<file path="config.mk">
export PLATFORM = sky130hd
export DESIGN_NAME = imul_arbiter
export DESIGN_NICKNAME = d
export VERILOG_FILES = /design/src/rtl/imul_arbiter.sv
export SDC_FILE = /design/constraint.sdc
export NUM_CORES = 1
export LEC_CHECK = 0
export ABC_CLOCK_PERIOD_IN_PS = 3100
export BUFFER_PORTS_ARGS = -buffer_cell sky130_fd_sc_hd__buf_2
export CORE_MARGIN = 2
export CORE_UTILIZATION = 48
export CTS_BUF_LIST = sky130_fd_sc_hd__clkbuf_4 sky130_fd_sc_hd__clkbuf_8 sky130_fd_sc_hd__clkbuf_16
export DETAILED_ROUTE_END_ITERATION = 6
export PLACE_DENSITY = 0.86
export SKIP_LAST_GASP = 1
export SLEW_MARGIN = 20
export SYNTH_ARGS = -nofsm -noshare
export SYNTH_HDL_FRONTEND = slang
export SYNTH_SLANG_ARGS = --single-unit
</file>
<file path="constraint.sdc">
create_clock -name Clock -period 3.1 [get_ports Clock]
set_clock_uncertainty 0.2 [all_clocks]
set_input_delay 0.31 -clock Clock [delete_from_list [all_inputs] [get_ports Clock]]
set_output_delay 0.31 -clock Clock [all_outputs]
set_load 0.01 [all_outputs]
</file>
<file path="src/rtl/imul_arbiter.sv">
// Round-robin two-port arbiter and settle-cycle sequencer for a shared 16x16 combinational multiplier.
// Optional build macro IMUL_ARB_ZERO_SKIP_EN: a zero operand finishes in one cycle without waiting on the multiplier.
module imul_arbiter #(
  parameter int MUL_CYCLES = 2
) (
  input  logic        Clock,
  input  logic        Reset,
  input  logic [1:0]  iReq,
  input  logic [15:0] iA0,
  input  logic [15:0] iB0,
  input  logic [15:0] iA1,
  input  logic [15:0] iB1,
  output logic [15:0] oMulA,
  output logic [15:0] oMulB,
  input  logic [31:0] iMulResult,
  output logic [31:0] oResult,
  output logic [1:0]  oDone,
  output logic [1:0]  oGrant,
  output logic        oBusy
);

  typedef enum logic [1:0] {
    IDLE = 2'd0,
    WAIT = 2'd1,
    DONE = 2'd2
  } state_t;

  localparam logic [3:0] CNT_INIT = 4'(MUL_CYCLES - 1);

  state_t      state_q, state_d;
  logic [3:0]  cnt_q, cnt_d;
  logic        rr_q, rr_d;
  logic [15:0] mulA_q, mulA_d;
  logic [15:0] mulB_q, mulB_d;
  logic [31:0] result_q, result_d;
  logic [1:0]  done_q, done_d;
  logic [1:0]  grant_q, grant_d;

  // rr only breaks ties; a lone request always wins regardless of the pointer.
  logic        pickIdx;
  logic [1:0]  pickOneHot;
  logic [15:0] selA, selB;

  assign pickIdx    = (iReq == 2'b11) ? rr_q : iReq[1];
  assign pickOneHot = pickIdx ? 2'b10 : 2'b01;
  assign selA       = pickIdx ? iA1 : iA0;
  assign selB       = pickIdx ? iB1 : iB0;

  always_comb begin
    state_d  = state_q;
    cnt_d    = cnt_q;
    rr_d     = rr_q;
    mulA_d   = mulA_q;
    mulB_d   = mulB_q;
    result_d = result_q;
    done_d   = done_q;
    grant_d  = grant_q;
    case (state_q)
      IDLE: begin
        if (iReq != 2'b00) begin
          grant_d = pickOneHot;
          mulA_d  = selA;
          mulB_d  = selB;
          cnt_d   = CNT_INIT;
          rr_d    = ~pickIdx;
          state_d = WAIT;
`ifdef IMUL_ARB_ZERO_SKIP_EN
          if ((selA == 16'd0) || (selB == 16'd0)) begin
            result_d = 32'd0;
            done_d   = pickOneHot;
            state_d  = DONE;
          end
`endif
        end
      end
      WAIT: begin
        if (cnt_q != 4'd0) begin
          cnt_d = cnt_q - 4'd1;
        end else begin
          result_d = iMulResult;
          done_d   = grant_q;
          state_d  = DONE;
        end
      end
      DONE: begin
        done_d  = 2'b00;
        grant_d = 2'b00;
        state_d = IDLE;
      end
      default: begin
        state_d = IDLE;
      end
    endcase
  end

  always_ff @(posedge Clock) begin
    if (!Reset) begin
      state_q  <= IDLE;
      cnt_q    <= 4'd0;
      rr_q     <= 1'b0;
      mulA_q   <= 16'd0;
      mulB_q   <= 16'd0;
      result_q <= 32'd0;
      done_q   <= 2'b00;
      grant_q  <= 2'b00;
    end else begin
      state_q  <= state_d;
      cnt_q    <= cnt_d;
      rr_q     <= rr_d;
      mulA_q   <= mulA_d;
      mulB_q   <= mulB_d;
      result_q <= result_d;
      done_q   <= done_d;
      grant_q  <= grant_d;
    end
  end

  assign oMulA   = mulA_q;
  assign oMulB   = mulB_q;
  assign oResult = result_q;
  assign oDone   = done_q;
  assign oGrant  = grant_q;
  assign oBusy   = (state_q != IDLE);

endmodule

</file>
==> flow_summary_export.csv <==
group,metric,value,unit
floorplanning,start_util,50.1,%
routing,num_vias,3649,
synthesis,netlist_area,3220,um^2
synthesis,syn_inst,394,
power_and_ir_drop,power_frac_comb,24.0,%
clock_network,cts_made_buffers,9,
synthesis,dominantRegCellSynth,"dfxtp_1",
synthesis,synthArstFlopShare,0,%
critical_path,worstPathRequired,2590,ps
floorplanning,chipWidth,85.9,um
timing,fin_setup_tns,0,ps
job,cap_violations,0,
placed_design,io_buffers,168,
global_routing,grt_start_max_net_pins,67,
critical_path,cp_top_family,"buffers and inverters",
finish,insertedDiodeCount,0,
power_and_ir_drop,clockPowerShare,32.2,%
routing,routedWlPerCell,15.4,um
routing,detail-route-antenna-nets,0,
routing,vias_per_cell,5.93,
finish,drive_above_1_share,36.8,%
finish,final_nets,635,
floorplanning,rows,29,
floorplanning,die-area,7380,um^2
routing,drt-pass1-iter-count,7,
power_and_ir_drop,intPower,1.73,mW
synthesis,syn_nets,496,
clock_network,htree_levels,3,
timing,hold_viol_final,0,
timing,max_freq,0.433,GHz
power_and_ir_drop,total_leakage_power,1.84,nW
clock_network,clock_sinks,75,
critical_path,crit_slowest_cell,"dfxtp_1",
timing,finalCriticalPeriod,2310,ps
power_and_ir_drop,p_sw,0.798,mW
critical_path,cp_data_arrival_time,1800,ps
timing,setup_ws,793,ps
clock_network,post-cts-setup-buffer-count,0,
synthesis,synth_area_leaders,"dfxtp_1 47%, nand3_1 10%, o21ai_0 9.3%",
clock_network,cts-root-buf,"clkbuf_8",
critical_path,path_class,"reg -> out",
global_routing,grt_overflow,0,
power_and_ir_drop,power_frac_seq,43.8,%
critical_path,cp_num_buf_inv,3,
synthesis,synth_cell_type_count,31,
min_path,hold_path_class,"in -> reg",
synthesis,yosysTopAreaCell,"dfxtp_1",
timing,slew_viol_final,0,
synthesis,ys_ff_latch,75,
placed_design,place_hpwl,6360,um
clock_network,cts_resized,0,
power_and_ir_drop,cellPowerDensity,598,nW/um^2
clock_network,clk_pin_slew,80,ps
finish,fillCellCount,552,
clock_network,cts_buffer_depth,2,
clock_network,ctsHoldBuffers,0,
critical_path,cp-end-kind,"output port",
routing,first_iter_violations,199,
synthesis,yosysSeqAreaShare,46.6,%
synthesis,yosysTopAreaCellShare,46.6,%
global_routing,grt_pass1_vias,3377,
global_routing,antenna_found_initial,0,
timing,setup-violations-final,0,
timing,grt_setup_unrepaired,"no",
run_status,failed_checks,"design-rule violations",
routing,drc,13,
timing,worstMarginPinSlew,1000,ps
synthesis,synth-edff-count,0,
clock_network,insertion_delay,340,ps
timing,relSlewSlack,33.2,%
floorplanning,core-area,6420,um^2
power_and_ir_drop,vdd_drop_max,0.270,mV
critical_path,worst-path-max-fanout,21,
global_routing,grt_pass1_wl,15400,um
critical_path,critical_path.max_stage_delay,450,ps
synthesis,yosys_warnings,0,
synthesis,syn_area_per_cell,8.17,um^2
run_status,outcome,"finished with violations",
timing,period_share,74.4,%
routing,drt_wl_total,9490,um
placed_design,place_ws,951,ps
floorplanning,dieHeight,85.9,um
power_and_ir_drop,sw_frac_of_total,31.6,%
critical_path,crit_chain,"nor2_4 > inv_1 > buf_4 > buf_2",
critical_path,cp-start-kind,"flop",
placed_design,place_congestion,0.808,
finish,area_growth,31.2,%
global_routing,grt_use_total,25.8,%
floorplanning,pin_count,169,
clock_network,cts_tree,"yes",
power_and_ir_drop,total_power,2.52,mW
## stage by stage
step | utilization (%) | hold slack [ps] | cells | area (um^2)
2_1_floorplan | - | 232 | 394 | 3220
3_3_place_gp | 62.4 | 257 | 599 | 4010
3_5_place_dp | 62.4 | 263 | 599 | 4010
4_1_cts | 65.8 | 1.30 | 615 | 4220
5_1_grt | 65.8 | 5.96 | 615 | 4220
6_report | 65.8 | 18.0 | 615 | 4220
## layout make-up
class / count / area (um^2) / share of cell area [%]
clock buffer: 9 / 124 / 2.93
clock inverter: 7 / 92.6 / 2.19
inverter: 5 / 18.8 / 0.444
multi-input combinational: 266 / 1490 / 35.3
sequential: 75 / 1500 / 35.5
tap: 77 / 96.3 / 2.28
timing repair buffer: 176 / 901 / 21.3
## path summary, 6_finish.rpt
path | from | endpoint | slack (ps) | cells after the start
setup / recovery | state_q[1]$_SDFFE_PN0P_ | oBusy | 790 | 4
setup reg to reg | cnt_q[0]$_SDFFE_PN0P_ | oResult[23]$_SDFFE_PN0P_ | 940 | 6
hold reg to reg | oResult[14]$_SDFFE_PN0P_ | oResult[14]$_SDFFE_PN0P_ | 270 | 2
hold / removal | iMulResult[31] | oResult[31]$_SDFFE_PN0P_ | 20 | 3
## cells in the final DEF (no fill, tap or decap)
| master | synthesis | routed |
|---|---|---|
| a21boi_2 | 1 | 1 |
| a21oi_1 | 39 | 39 |
| a31oi_1 | 33 | 33 |
| and2_1 | 1 | 1 |
| buf_2 | 20 | 168 |
| buf_4 | 4 | 8 |
| bufinv_16 | 0 | 2 |
| clkbuf_8 | 0 | 9 |
| clkinv_2 | 0 | 3 |
| clkinv_4 | 0 | 2 |
| dfxtp_1 | 75 | 75 |
| ha_1 | 2 | 2 |
| inv_1 | 4 | 4 |
| inv_2 | 1 | 1 |
| nand2_1 | 1 | 1 |
| nand2b_1 | 3 | 3 |
| nand3_1 | 67 | 67 |
| nand4_1 | 32 | 32 |
| nor2_1 | 3 | 2 |
| nor2_4 | 1 | 2 |
| nor2b_2 | 0 | 1 |
| nor3_1 | 1 | 1 |
| nor3b_2 | 0 | 1 |
| o211a_1 | 1 | 1 |
| o211ai_1 | 3 | 3 |
| o21a_1 | 1 | 1 |
| o21ai_0 | 60 | 60 |
| o21ai_1 | 8 | 8 |
| o221ai_1 | 1 | 1 |
| o22ai_1 | 1 | 1 |
| or3_1 | 2 | 2 |
| or3b_1 | 1 | 1 |
| or4_1 | 2 | 2 |
## power groups by stage
stage / clock [mW] / sequential (mW) / combinational (mW)
2_1_floorplan: 0 / 1.16 / 0.360
3_3_place_gp: 0 / 1.12 / 0.590
3_5_place_dp: 0 / 1.13 / 0.605
4_1_cts: 0.835 / 1.10 / 0.604
5_1_grt: 0.878 / 1.12 / 0.673
6_report: 0.814 / 1.11 / 0.606
## layer usage
layer	GRT usage [%]	routed length [um]	up-vias
li1	-	-	1752
met1	30.7	3790	1681
met2	45.5	4670	199
met3	5.58	847	17
met4	9.81	178	0
met5	0	0	-
## sequential cells by signal, summed over array words and instances, names as in the netlist
name,count
oResult,32
oMulA,16
oMulB,16
cnt_q,4
oDone,2
oGrant,2
state_q,2
rr_q,1
## logic make-up (layout without fill, tap and decap cells)
family	after synthesis	count (layout)	share of synthesized area (%)
flip-flops	75	75	46.6
AND/OR/NAND/NOR	116	116	19.9
AO/OA/AOI/OAI	148	148	25.1
buffers and inverters	53	197	7.54
adder cells (fa/ha/maj)	2	2	0.777
## cells in the mapped netlist, drive strengths merged, types with 2 or more instances
master / count
o211ai: 3
inv: 5
or4: 2
clkbuf: 24
or3: 2
dfxtp: 75
nand2b: 3
o21ai: 68
nand3: 67
nor2: 4
buf: 24
a21oi: 39
a31oi: 33
ha: 2
nand4: 32
## worst min-delay path: cells and delay by family
family                 cells  cell delay [ps]
AO/OA/AOI/OAI              1               50
buffers and inverters      1              100
AND/OR/NAND/NOR            1               50
Note: power is estimated with default switching activity, not from simulation.
